### config.mk
export PLATFORM = sky130hd
export DESIGN_NAME = uart_tx_serializer_flat
export DESIGN_NICKNAME = d
export VERILOG_FILES = /design/src/rtl/uart_tx_serializer_if.sv /design/src/rtl/uart_tx_serializer.sv /design/src/flat_wrapper.sv
export SDC_FILE = /design/constraint.sdc
export NUM_CORES = 1
export LEC_CHECK = 0
export BUFFER_PORTS_ARGS = -buffer_cell sky130_fd_sc_hd__buf_2
export CAP_MARGIN = 0
export CORE_MARGIN = 3
export CORE_UTILIZATION = 30
export CTS_CLUSTER_DIAMETER = 80
export CTS_CLUSTER_SIZE = 8
export DETAILED_ROUTE_END_ITERATION = 8
export PLACE_DENSITY_LB_ADDON = 0.25
export SLEW_MARGIN = 10
export SYNTH_ARGS = -nofsm -noshare
export SYNTH_HDL_FRONTEND = slang
export SYNTH_SLANG_ARGS = --single-unit
### constraint.sdc
create_clock -name clk -period 2.4 [get_ports clk]
set_input_delay 0.12 -clock clk [delete_from_list [all_inputs] [get_ports clk]]
set_output_delay 0.12 -clock clk [all_outputs]
set_load 0.005 [all_outputs]
### src/rtl/uart_tx_serializer_if.sv
// Parallel-side handshake for the UART transmit serializer: data plus valid/ready.
interface uart_tx_serializer_if #(
    parameter int DATA_W = 8
);
    logic [DATA_W-1:0] tx_data;
    logic              tx_valid;
    logic              tx_ready;

    modport master (output tx_data, output tx_valid, input tx_ready);
    modport slave  (input tx_data, input tx_valid, output tx_ready);
endinterface

### src/rtl/uart_tx_serializer.sv
// UART transmit serializer: start bit, DATA_W bits LSB-first, optional even parity, stop bits.
// Define UART_TX_PARITY_EN to insert the parity bit between data and stop.
module uart_tx_serializer #(
    parameter int DATA_W       = 8,
    parameter int CLKS_PER_BIT = 434,
    parameter int STOP_BITS    = 1
) (
    input  logic                   clk,
    input  logic                   rst,
    uart_tx_serializer_if.slave    tx_if,
    output logic                   tx_serial,
    output logic                   tx_busy,
    output logic                   tx_done
);
    localparam int CNT_W = $clog2(CLKS_PER_BIT);
    localparam int IDX_W = $clog2(DATA_W);
    localparam logic [CNT_W-1:0] BAUD_LAST = CNT_W'(CLKS_PER_BIT - 1);
    localparam logic [IDX_W-1:0] IDX_LAST  = IDX_W'(DATA_W - 1);
    localparam logic             STOP_LAST = (STOP_BITS == 2) ? 1'b1 : 1'b0;

    typedef enum logic [2:0] {
        ST_IDLE   = 3'd0,
        ST_START  = 3'd1,
        ST_DATA   = 3'd2,
`ifdef UART_TX_PARITY_EN
        ST_PARITY = 3'd4,
`endif
        ST_STOP   = 3'd3
    } state_e;

    state_e              state_q, state_d;
    logic [CNT_W-1:0]    baud_q, baud_d;
    logic [IDX_W-1:0]    idx_q, idx_d;
    logic                stop_idx_q, stop_idx_d;
    logic [DATA_W-1:0]   shift_q, shift_d;
    logic                serial_q, serial_d;
    logic                busy_q, busy_d;
    logic                done_q, done_d;
    logic                bit_end_s;

`ifdef UART_TX_PARITY_EN
    logic                parity_q, parity_d;

    function automatic logic even_parity(input logic [DATA_W-1:0] d);
        return ^d;
    endfunction
`endif

    assign bit_end_s      = (baud_q == BAUD_LAST);
    assign tx_if.tx_ready = (state_q == ST_IDLE);
    assign tx_serial      = serial_q;
    assign tx_busy        = busy_q;
    assign tx_done        = done_q;

    // Next-state logic: baud timing, bit sequencing and the registered line value.
    always_comb begin
        state_d    = state_q;
        baud_d     = baud_q;
        idx_d      = idx_q;
        stop_idx_d = stop_idx_q;
        shift_d    = shift_q;
        serial_d   = serial_q;
        busy_d     = busy_q;
        done_d     = 1'b0;
`ifdef UART_TX_PARITY_EN
        parity_d   = parity_q;
`endif

        if (state_q == ST_IDLE) begin
            baud_d = {CNT_W{1'b0}};
        end else if (bit_end_s) begin
            baud_d = {CNT_W{1'b0}};
        end else begin
            baud_d = baud_q + CNT_W'(1);
        end

        case (state_q)
            ST_IDLE: begin
                if (tx_if.tx_valid) begin
                    state_d    = ST_START;
                    shift_d    = tx_if.tx_data;
                    idx_d      = {IDX_W{1'b0}};
                    stop_idx_d = 1'b0;
                    serial_d   = 1'b0;
                    busy_d     = 1'b1;
`ifdef UART_TX_PARITY_EN
                    parity_d   = even_parity(tx_if.tx_data);
`endif
                end else begin
                    serial_d = 1'b1;
                    busy_d   = 1'b0;
                end
            end
            ST_START: begin
                if (bit_end_s) begin
                    state_d  = ST_DATA;
                    serial_d = shift_q[0];
                end else begin
                    serial_d = 1'b0;
                end
            end
            ST_DATA: begin
                if (bit_end_s) begin
                    shift_d = {1'b0, shift_q[DATA_W-1:1]};
                    if (idx_q == IDX_LAST) begin
`ifdef UART_TX_PARITY_EN
                        state_d  = ST_PARITY;
                        serial_d = parity_q;
`else
                        state_d  = ST_STOP;
                        serial_d = 1'b1;
`endif
                    end else begin
                        idx_d    = idx_q + IDX_W'(1);
                        serial_d = shift_q[1];
                    end
                end else begin
                    serial_d = shift_q[0];
                end
            end
`ifdef UART_TX_PARITY_EN
            ST_PARITY: begin
                if (bit_end_s) begin
                    state_d  = ST_STOP;
                    serial_d = 1'b1;
                end else begin
                    serial_d = parity_q;
                end
            end
`endif
            ST_STOP: begin
                serial_d = 1'b1;
                if (bit_end_s) begin
                    if (stop_idx_q == STOP_LAST) begin
                        state_d = ST_IDLE;
                        busy_d  = 1'b0;
                        done_d  = 1'b1;
                    end else begin
                        stop_idx_d = 1'b1;
                    end
                end else begin
                    stop_idx_d = stop_idx_q;
                end
            end
            default: begin
                state_d  = ST_IDLE;
                serial_d = 1'b1;
                busy_d   = 1'b0;
            end
        endcase
    end

    // State and output registers; reset forces the line high and aborts any frame.
    always_ff @(posedge clk or negedge rst) begin
        if (!rst) begin
            state_q    <= ST_IDLE;
            baud_q     <= {CNT_W{1'b0}};
            idx_q      <= {IDX_W{1'b0}};
            stop_idx_q <= 1'b0;
            shift_q    <= {DATA_W{1'b0}};
            serial_q   <= 1'b1;
            busy_q     <= 1'b0;
            done_q     <= 1'b0;
`ifdef UART_TX_PARITY_EN
            parity_q   <= 1'b0;
`endif
        end else begin
            state_q    <= state_d;
            baud_q     <= baud_d;
            idx_q      <= idx_d;
            stop_idx_q <= stop_idx_d;
            shift_q    <= shift_d;
            serial_q   <= serial_d;
            busy_q     <= busy_d;
            done_q     <= done_d;
`ifdef UART_TX_PARITY_EN
            parity_q   <= parity_d;
`endif
        end
    end

endmodule

### src/flat_wrapper.sv
// flat-port wrapper written by rule: the top's interface ports become plain ports
module uart_tx_serializer_flat 
#(
    parameter int DATA_W       = 8,
    parameter int CLKS_PER_BIT = 434,
    parameter int STOP_BITS    = 1
)
  (clk, rst, tx_serial, tx_busy, tx_done, tx_if_tx_data, tx_if_tx_valid, tx_if_tx_ready);
  uart_tx_serializer_if #(.DATA_W(DATA_W)) tx_if_i ();
  input  logic clk;
  input  logic rst;
  output logic tx_serial;
  output logic tx_busy;
  output logic tx_done;
  input wire logic [$bits(tx_if_i.tx_data)-1:0] tx_if_tx_data;
  input wire logic [$bits(tx_if_i.tx_valid)-1:0] tx_if_tx_valid;
  output wire logic [$bits(tx_if_i.tx_ready)-1:0] tx_if_tx_ready;
  assign tx_if_i.tx_data = tx_if_tx_data;
  assign tx_if_i.tx_valid = tx_if_tx_valid;
  assign tx_if_tx_ready = tx_if_i.tx_ready;
  uart_tx_serializer #(.DATA_W(DATA_W), .CLKS_PER_BIT(CLKS_PER_BIT), .STOP_BITS(STOP_BITS)) u_core (.clk(clk), .rst(rst), .tx_if(tx_if_i), .tx_serial(tx_serial), .tx_busy(tx_busy), .tx_done(tx_done));
endmodule
==> impl_metrics.tcl <==
set metrics [dict create \
    cts_root_buf "clkbuf_8" \
    setup_violations 0 \
    drcViolationCount 0 \
    rows 23 \
    async_flop_share_pct 100.0 \
    critPathRequiredTime_ps 2550 \
    synth_edf_count 0 \
    seq_area_frac_synth_pct 47.04 \
    cts.clk_slew.worst_paths_ps 90 \
    p_per_area_nw_per_um2 1116 \
    routedWlPerCell_um 13.76 \
    grt_overflow 0 \
    grt_max_degree 26 \
    core_sq_um 4144 \
    antenna_found_initial 0 \
    grt.total_usage_pct 11.62 \
    synth_top_area_share_pct 45.07 \
    insertion_delay_ps 260 \
    dp_hpwl_mm 2.086 \
    slew_violations 0 \
    htree_levels 1 \
    syn2layout_area_growth_pct 13.80 \
    path_class "reg2reg" \
    synth_nets 155 \
    yosys-top-cells-area "dfrtp_1 (45%), ha_1 (8.5%), o22ai_1 (6.6%)" \
    place.gp.congestion 0.7786 \
    drtPass1Iterations 4 \
    first_iter_violations 74 \
    leakage_uw 0.0006786 \
    ios 15 \
    status "complete, no violations" \
    fin_tns_setup_ps 0 \
    syn_area_per_cell_sq_um 9.871 \
    synth.distinct_cells 37 \
    ir_worst_vdd_v 0.0003330 \
    numCtsBuffers 3 \
    end_kind "register" \
    clock-sinks 25 \
    reg2reg_from "u_core.state_q[0]$_DFFE_PN0P_" \
    die_h_um 72.65 \
    dieArea_sq_um 5277 \
    drive_above_1_share_pct 15.23 \
    final_hold_viol_count 0 \
    grt_pass1_vias 1047 \
    hold_path_class "in2reg" \
    synth_top_area_cell "dfrtp_1" \
    period_needed_ps 2051 \
    synth_cells 135 \
    cap_violations 0 \
    fin_skew_ps 1.935 \
    port_buffers 14 \
    hold_start "tx_if_tx_data[7]" \
    startpoint "u_core.state_q[0]$_DFFE_PN0P_" \
    max_slew_margin_pct 57.39 \
    clockBufferDepth 2 \
    layout_worst_path_cycle_share_pct 85.45 \
    tightest_slew_ps 630.2 \
    vias 1053 \
    antenna_cells 0 \
    yosysMostFrequentCell "dfrtp_1" \
    grt_first_pass_wirelength_mm 4.899 \
    start_util_pct 32.16 \
    crit_fanout 9 \
    max_freq_mhz 487.6 \
    synth_common_cells "dfrtp_1 (24), o22ai_1 (14), nor2_1 (13)" \
    cp_data_arrival_time_ps 2210 \
    netlist_area_sq_um 1333 \
    synth_ff_type "dfrtp_1" \
    rsz0062_at_grt "no" \
    nets 172 \
    drt-vias-per-instance 5.239 \
    drt-total-wl_mm 2.765 \
    postSynthRegisterBits 25 \
    startpoint_type "register" \
    yosys_warnings 0 \
    antenna_left 0 \
    place_ws_ps 352.5 \
    die_x_um 72.65 \
    finalWorstSetupSlack_ps 349.2 \
    cts_resized 0 \
    cts_tree "yes" \
]
## worst max-delay path, stage by stage, from the launching register on
cell	delay, ps
dfrtp_1	440
inv_1	90
ha_1	290
buf_4	200
or3_1	340
a21oi_1	230
mux2_1	340
## cells in the final DEF, fill, tap and decap left out, types with 2 or more instances in the layout
cell type,netlist,final
a21oi_1,9,9
nand2b_1,3,3
buf_4,0,2
clkbuf_8,0,3
mux2i_1,3,3
nor3_1,3,3
nand4b_1,2,2
and4_1,2,2
o22ai_1,14,14
ha_1,9,9
nand3_1,3,3
xor2_1,4,4
dfrtp_1,24,24
nand2_1,7,7
o21ai_0,3,3
inv_1,8,8
or4_1,2,2
buf_2,1,14
xnor2_1,3,3
nor2_1,13,13
## sequential cells by signal (all words and copies together) (netlist names)
name              cells
u_core.baud_q         9
u_core.shift_q        8
u_core.idx_q          3
u_core.state_q        2
u_core.tx_busy        1
u_core.tx_done        1
u_core.tx_serial      1
## power by group
| group | switching (uW) | internal (uW) | leakage (uW) | total, uW |
|---|---|---|---|---|
| Combinational | 402 | 342 | 0.000335 | 744 |
| Sequential | 131 | 570 | 0.000318 | 701 |
| Clock | 131 | 116 | 0.0000255 | 247 |
## layer usage
layer  GRT usage, %  part of all wire [%]  up-vias
met2          20.04                    50       14
met5              0                     0        -
met1          15.21                    46      520
met3          2.893                   3.4        2
met4          1.230                  0.36        0
li1               -                     -      517
## through the flow
stage	hold slack, ps	cell area, sq um	instances	utilization, %	total power, uW
global route	113.2	1516	201	36.59	1859
global placement	146.6	1460	196	35.24	1437
finish	113.0	1516	201	36.59	1693
detailed placement	151.3	1460	196	35.24	1458
floorplan	-175.6	1333	135	-	1256
CTS	106.8	1516	201	36.59	1717
## worst paths after layout
check                                                endpoint  slack, ps  cells past startpoint
worst max-delay path            u_core.state_q[1]$_DFFE_PN0P_        350                      6
worst min-delay path            u_core.shift_q[7]$_DFFE_PN0P_        110                      2
worst max register to register  u_core.state_q[1]$_DFFE_PN0P_        350                      6
worst min register to register     u_core.baud_q[0]$_DFF_PN0_        520                      1
max in group asynchronous          u_core.tx_serial$_DFF_PN1_       1650                      2
min in group asynchronous       u_core.state_q[1]$_DFFE_PN0P_        380                      2
## cell type report
type	instances	area, sq um
Multi-Input combinational cell	97	655.6
Inverter	8	30.03
Clock buffer	3	41.29
Clock inverter	1	5.005
Sequential cell	25	626.9
Tap cell	50	62.56
Fill cell	444	2628
Timing Repair Buffer	17	95.09
## cell families after synthesis
logic type,share of synthesized area [%]
xor gates and xnor gates,4.601
buffers and inverters,3.755
AOI/OAI and AO/OA,15.12
adders and majority gates,8.451
DFF,47.04
and+or+nand+nor,17.09
muxes,3.944
## repair_timing
item	4_1_cts	5_1_grt
endpoints found under the setup margin	0	0
setup buffers	0	0
hold endpoints to repair	24	0
hold buffers	1	0
(Power assumes the default switching activity.)
